File: config.mk
export PLATFORM = sky130hd
export DESIGN_NAME = fetch_stage
export DESIGN_NICKNAME = d
export VERILOG_FILES = /design/src/rtl/fetch_stage.sv
export SDC_FILE = /design/constraint.sdc
export NUM_CORES = 1
export LEC_CHECK = 0
export ABC_AREA = 1
export CORE_MARGIN = 1
export CORE_UTILIZATION = 53
export DETAILED_ROUTE_END_ITERATION = 10
export PLACE_DENSITY = 0.8
export SETUP_SLACK_MARGIN = 0.05
export SKIP_CTS_REPAIR_TIMING = 1
export SKIP_LAST_GASP = 1
export SLEW_MARGIN = 5
export SYNTH_ARGS = -nofsm -noshare
export SYNTH_HDL_FRONTEND = slang
export SYNTH_SLANG_ARGS = --single-unit
export TNS_END_PERCENT = 20
File: constraint.sdc
create_clock -name clk -period 2 [get_ports clk]
set_input_delay 0.4 -clock clk [delete_from_list [all_inputs] [get_ports clk]]
set_output_delay 0.4 -clock clk [all_outputs]
set_load 0.02 [all_outputs]
File: src/rtl/fetch_stage.sv
// fetch_stage: instruction-fetch stage of the MIPS core.
// Owns the PC and issues word fetches over a req/ready handshake. It resolves
// the next PC (sequential, branch or jump) and feeds {instr, pc+4, valid}
// into the IF/ID register. A one-entry skid buffer catches a response that
// arrives while decode is stalled.
// Optional feature macro: FETCH_PERF_EN adds the perf_fetched and
// perf_stall_cyc counters.
module fetch_stage #(
  parameter logic [31:0] RESET_PC = 32'h0000_0000,
  parameter logic [31:0] PC_STEP  = 32'd4
) (
  input  logic        clk,
  input  logic        rst_n,
  input  logic        stall,
  input  logic        flush,
  input  logic        jump,
  input  logic [25:0] jump_index,
  input  logic        branch_taken,
  input  logic [31:0] branch_offset,
  input  logic [31:0] redirect_pc4,
  output logic        imem_req,
  output logic [31:0] imem_addr,
  input  logic        imem_ready,
  input  logic [31:0] imem_rdata,
  output logic [31:0] ifid_instr,
  output logic [31:0] ifid_pc4,
  output logic        ifid_valid
`ifdef FETCH_PERF_EN
  ,
  output logic [31:0] perf_fetched,
  output logic [31:0] perf_stall_cyc
`endif
);

  typedef enum logic [1:0] {BOOT, FETCH, HOLD} state_t;

  state_t      state_q, state_d;
  logic [31:0] pc_q, pc_d;
  logic        pend_valid_q, pend_valid_d;
  logic [31:0] pend_pc_q, pend_pc_d;
  logic [31:0] skid_instr, skid_pc4;

  logic        redirect;
  logic [31:0] redirect_target;
  logic [31:0] seq_pc;
  logic        accept, drop, capture;
  logic        ifid_from_mem, ifid_from_skid, skid_load;
  logic        unused_offset_bits;

  // The top two offset bits fall off when the word offset is shifted left.
  assign unused_offset_bits = &{1'b0, branch_offset[31:30]};

  // Jump beats branch; the branch sum wraps modulo 2^32.
  assign redirect        = jump | branch_taken;
  assign redirect_target = jump ? {redirect_pc4[31:28], jump_index, 2'b00}
                                : redirect_pc4 + {branch_offset[29:0], 2'b00};
  assign seq_pc          = pc_q + PC_STEP;

  assign imem_req  = (state_q == FETCH);
  assign imem_addr = pc_q;

  // A completing access is wrong-path if any redirect is pending or arriving.
  assign accept         = imem_req && imem_ready;
  assign drop           = accept && (redirect || pend_valid_q);
  assign capture        = accept && !drop && !flush;
  assign ifid_from_mem  = capture && !stall;
  assign skid_load      = capture && stall;
  assign ifid_from_skid = (state_q == HOLD) && !flush && !stall;

  // Next-state, next-PC and pending-redirect logic.
  always_comb begin
    // NOTE: every output gets a default first, so no path can infer a latch.
    state_d      = state_q;
    pc_d         = pc_q;
    pend_valid_d = pend_valid_q;
    pend_pc_d    = pend_pc_q;
    unique case (state_q)
      BOOT: begin
        state_d = FETCH;
        if (redirect) pc_d = redirect_target;
      end
      FETCH: begin
        if (imem_ready) begin
          pend_valid_d = 1'b0;
          if (redirect)          pc_d = redirect_target;
          else if (pend_valid_q) pc_d = pend_pc_q;
          else                   pc_d = seq_pc;
          if (skid_load) state_d = HOLD;
        end else if (redirect) begin
          // The address must stay stable mid-access, so park the target.
          pend_valid_d = 1'b1;
          pend_pc_d    = redirect_target;
        end
      end
      HOLD: begin
        if (redirect) pc_d = redirect_target;
        if (flush || !stall) state_d = FETCH;
      end
      default: state_d = BOOT;
    endcase
  end

  // PC, FSM state and pending-redirect registers.
  always_ff @(posedge clk or negedge rst_n) begin
    // NOTE: sequential state uses non-blocking assignments so every register
    // samples pre-edge values regardless of block evaluation order.
    if (!rst_n) begin
      state_q      <= BOOT;
      pc_q         <= RESET_PC;
      pend_valid_q <= 1'b0;
      pend_pc_q    <= '0;
    end else begin
      state_q      <= state_d;
      pc_q         <= pc_d;
      pend_valid_q <= pend_valid_d;
      pend_pc_q    <= pend_pc_d;
    end
  end

  // Skid buffer: occupancy is implied by the HOLD state.
  always_ff @(posedge clk or negedge rst_n) begin
    // NOTE: the skid data is reset too, so the empty buffer holds known zeros
    // rather than X; it is a single entry, not a memory array.
    if (!rst_n) begin
      skid_instr <= '0;
      skid_pc4   <= '0;
    end else if (skid_load) begin
      skid_instr <= imem_rdata;
      skid_pc4   <= seq_pc;
    end
  end

  // IF/ID register: flush beats load, stall freezes, otherwise a bubble.
  always_ff @(posedge clk or negedge rst_n) begin
    if (!rst_n) begin
      ifid_instr <= '0;
      ifid_pc4   <= '0;
      ifid_valid <= 1'b0;
    end else if (flush) begin
      ifid_valid <= 1'b0;
    end else if (ifid_from_mem) begin
      ifid_instr <= imem_rdata;
      ifid_pc4   <= seq_pc;
      ifid_valid <= 1'b1;
    end else if (ifid_from_skid) begin
      ifid_instr <= skid_instr;
      ifid_pc4   <= skid_pc4;
      ifid_valid <= 1'b1;
    end else if (!stall) begin
      ifid_valid <= 1'b0;
    end
  end

`ifdef FETCH_PERF_EN
  // Performance counters: instructions written into IF/ID and stalled cycles.
  always_ff @(posedge clk or negedge rst_n) begin
    if (!rst_n) begin
      perf_fetched   <= '0;
      perf_stall_cyc <= '0;
    end else begin
      if (!flush && (ifid_from_mem || ifid_from_skid)) perf_fetched <= perf_fetched + 32'd1;
      if (stall && ifid_valid) perf_stall_cyc <= perf_stall_cyc + 32'd1;
    end
  end
`endif

endmodule
==> out/results.txt <==
unrepaired setup endpoints after global routing -> true
vias in the first global route -> 12320
most common cell in the synthesized netlist -> nand2_1
Die Ht -> 150.3 um
largest stage delay on the critical path -> 620 ps
nature of the critical path endpoint -> primary output
synth top area cells -> dfrtp_1 (42%), nand2_1 (20%), a21oi_1 (7.2%)
crit path DAT -> 1680 ps
diode count -> 0
Synth async-reset ratio -> 1.000
routed wl met3 -> 2.806 mm
core area -> 21290 sq um
Avg WL per Cell -> 17.69 um
CP Max Fanout -> 3
Synth Area in XOR/XNOR -> 0.02103
crit-path cells -> buf_4, clkdlybuf4s50_1
num ports -> 227
Compound-Gate Fraction of Synth Area -> 0.1310
dpl hpwl -> 28.33 mm
most frequent cells after synthesis -> nand2_1 (618), dfrtp_1 (196), nor2_1 (172)
area of the die -> 22600 sq um
synth unique cells -> 33
placer congestion estimate -> 0.9284
VDD IR max -> 0.0006063 V
CP delay by family, top -> buffers and inverters
dominant cell type by area after synthesis -> dfrtp_1
1st-iter DRT viols -> 1043
CP Class -> register to primary output
startpoint type of the worst setup path -> register
Layout Skew -> 13.05 ps
Detailed Route WL -> 41.10 mm
fraction of layout cells with a size suffix above 1 -> 0.2002
proportion of synthesized area in mux cells -> 0.001717
Synth Area in Simple Gates -> 0.3149
top layer in use -> met4
Post-Synth Adder-Cell Area -> 0.03391
initial antenna violation count -> 0
Die Span X -> 150.3 um
CTS sink cnt -> 196
PortBufs -> 224
Placed Area -> 15420 sq um
largest net degree at the start of global routing -> 63
Post-Syn Instances -> 1689
clock root buffer -> clkbuf_16
Pwr Density -> 814.5 nW/um^2
Clock Tree Buf Depth -> 2
Seq/Total Area, Yosys -> 0.4206
final instance area -> 17320 sq um
Worst-path clk slew -> 70 ps
CTS tree -> yes
Worst-Margin Slew -> 534.5 ps
final antenna-violating net count -> 0
Rows -> 53
outcome -> complete, but fails checks
final global-route overflow total -> 0
clk_lat worst skew -> 440 ps
share of the synthesized area in the top cell type -> 0.4206
Max Freq -> 481.0 MHz
post-route clock period utilization -> 1.040
post-DR vias/cell -> 5.621
Overall Global Routing Usage -> 0.3395
number of synthesized flops with an enable pin -> 0
Leakage -> 8.593 nW
final hold violation count -> 0
final net count -> 2196
DR vias -> 13060
Worst Path Required -> 1600 ps
first-pass GRT wire length -> 60.22 mm
Met1 Routed Length -> 15.91 mm
TritonCTS Buffers -> 17
violated checks -> negative setup slack
FILL cells -> 1385
hold crit path type -> register to register
Rel. slew slack -> 0.6437
area delta synth->final -> 48.54%
minimum clock period -> 2079 ps
Net Count, Synth -> 1849
post-synthesis register bit count -> 196
max-cap violations -> 0
largest family of logic cells by synthesized area -> simple AND/OR/NAND/NOR gates
post-route setup slack -> -79.14 ps
Post-route DRC -> 0
syn avg cell area -> 6.903 sq um
post-synthesis instance area -> 11660 sq um
Final Max Tran Viols -> 0
Core Util, Final -> 0.8136
total power -> 0.01411 W
WL met2 -> 20.61 mm
H-tree depth -> 4
endpoints failing setup -> 14
Post-synth top flop -> dfrtp_1
Crit path buffers/inverters -> 2
starting density of the core -> 0.5478
1st-pass router iterations -> 6
synth warn -> 0
CP max stage cell -> clkdlybuf4s50_1
## layout make-up
cell class / instances / area, sq um / area share
Sequential cell: 196 / 4915 / 0.2838
Multi-Input combinational cell: 1269 / 7009 / 0.4047
Timing Repair Buffer: 402 / 3911 / 0.2258
Tap cell: 275 / 344.1 / 0.01987
Clock buffer: 18 / 429.2 / 0.02478
Inverter: 150 / 565.5 / 0.03265
Clock inverter: 13 / 145.1 / 0.008380
## sequential cells by signal, indices dropped and copies added (netlist names)
register      cells
pend_valid_q      1
imem_addr        32
ifid_valid        1
ifid_pc4         32
pend_pc_q        32
skid_instr       32
state_q           2
skid_pc4         32
ifid_instr       32
## worst register-to-register path: cells and delay by family, from the launching register on
family                   cells  cell delay [ps]
AND/OR/NAND/NOR              5              570
buffers and inverters        3              290
flip-flops                   1              470
adder cells (fa/ha/maj)      1              210
AO/OA/AOI/OAI                1              180
XOR/XNOR                     1              290
## worst paths after layout
kind	startpoint	end	slack [ps]	cells after the start
max	imem_addr[3]	imem_addr[3]	-80	2
min	skid_instr[13]	skid_instr[13]	470	2
max reg2reg	imem_addr[3]	imem_addr[14]	-60	11
min reg2reg	skid_instr[13]	skid_instr[13]	470	2
max in group asynchronous	rst_n	imem_addr[12]	850	3
min in group asynchronous	rst_n	ifid_instr[11]	520	2
## routing by layer
metal,vias to the layer above,GRT usage
met5,-,0
met4,0,0.1157
met3,151,0.05212
met2,657,0.5949
met1,6156,0.4244
li1,6093,-
## layout by cell type, fill, tap and decap left out, types with 17 or more instances in the layout
cell / Yosys / final
buf_12: 0 / 17
dlymetal6s2s_1: 0 / 38
nand2_1: 618 / 569
o21ai_0: 54 / 49
inv_1: 145 / 140
nor2_4: 2 / 18
clkbuf_16: 0 / 17
nand3_2: 0 / 23
nor2_1: 172 / 142
a31oi_1: 31 / 31
nand3_1: 83 / 55
buf_4: 4 / 155
clkdlybuf4s50_1: 0 / 185
dfrtp_1: 196 / 188
nand2_4: 0 / 17
ha_4: 0 / 27
a21oi_1: 168 / 150
o21ai_1: 28 / 32
nand2_2: 0 / 32
## cell families (layout without fill, tap and decap cells)
logic type	count (synthesis)	after routing
mux	2	2
buf+inv	224	583
compound gates	292	292
simple gates	916	916
xor+xnor	28	28
flops	196	196
fa+ha+maj	31	31
## where the power goes
group	internal, W	leakage, nW	switching [W]
combinational	0.00239	5.92	0.00288
clock	0.00166	0.277	0.00171
sequential	0.00485	2.40	0.000611
total	0.00890	8.59	0.00521
## metrics by stage
stage	hold WS [ps]	TNS, ps	cells	setup slack [ps]
floorplan	104.4	0	1689	53.97
global placement	430.9	-43340	2278	-539.9
detailed placement	434.2	-52620	2278	-581.9
CTS	-26.33	-1206	2309	-137.7
global route	500.6	-2334	2323	-118.5
finish	474.0	-363.0	2323	-79.14
Power figures use the tool's default switching activity.
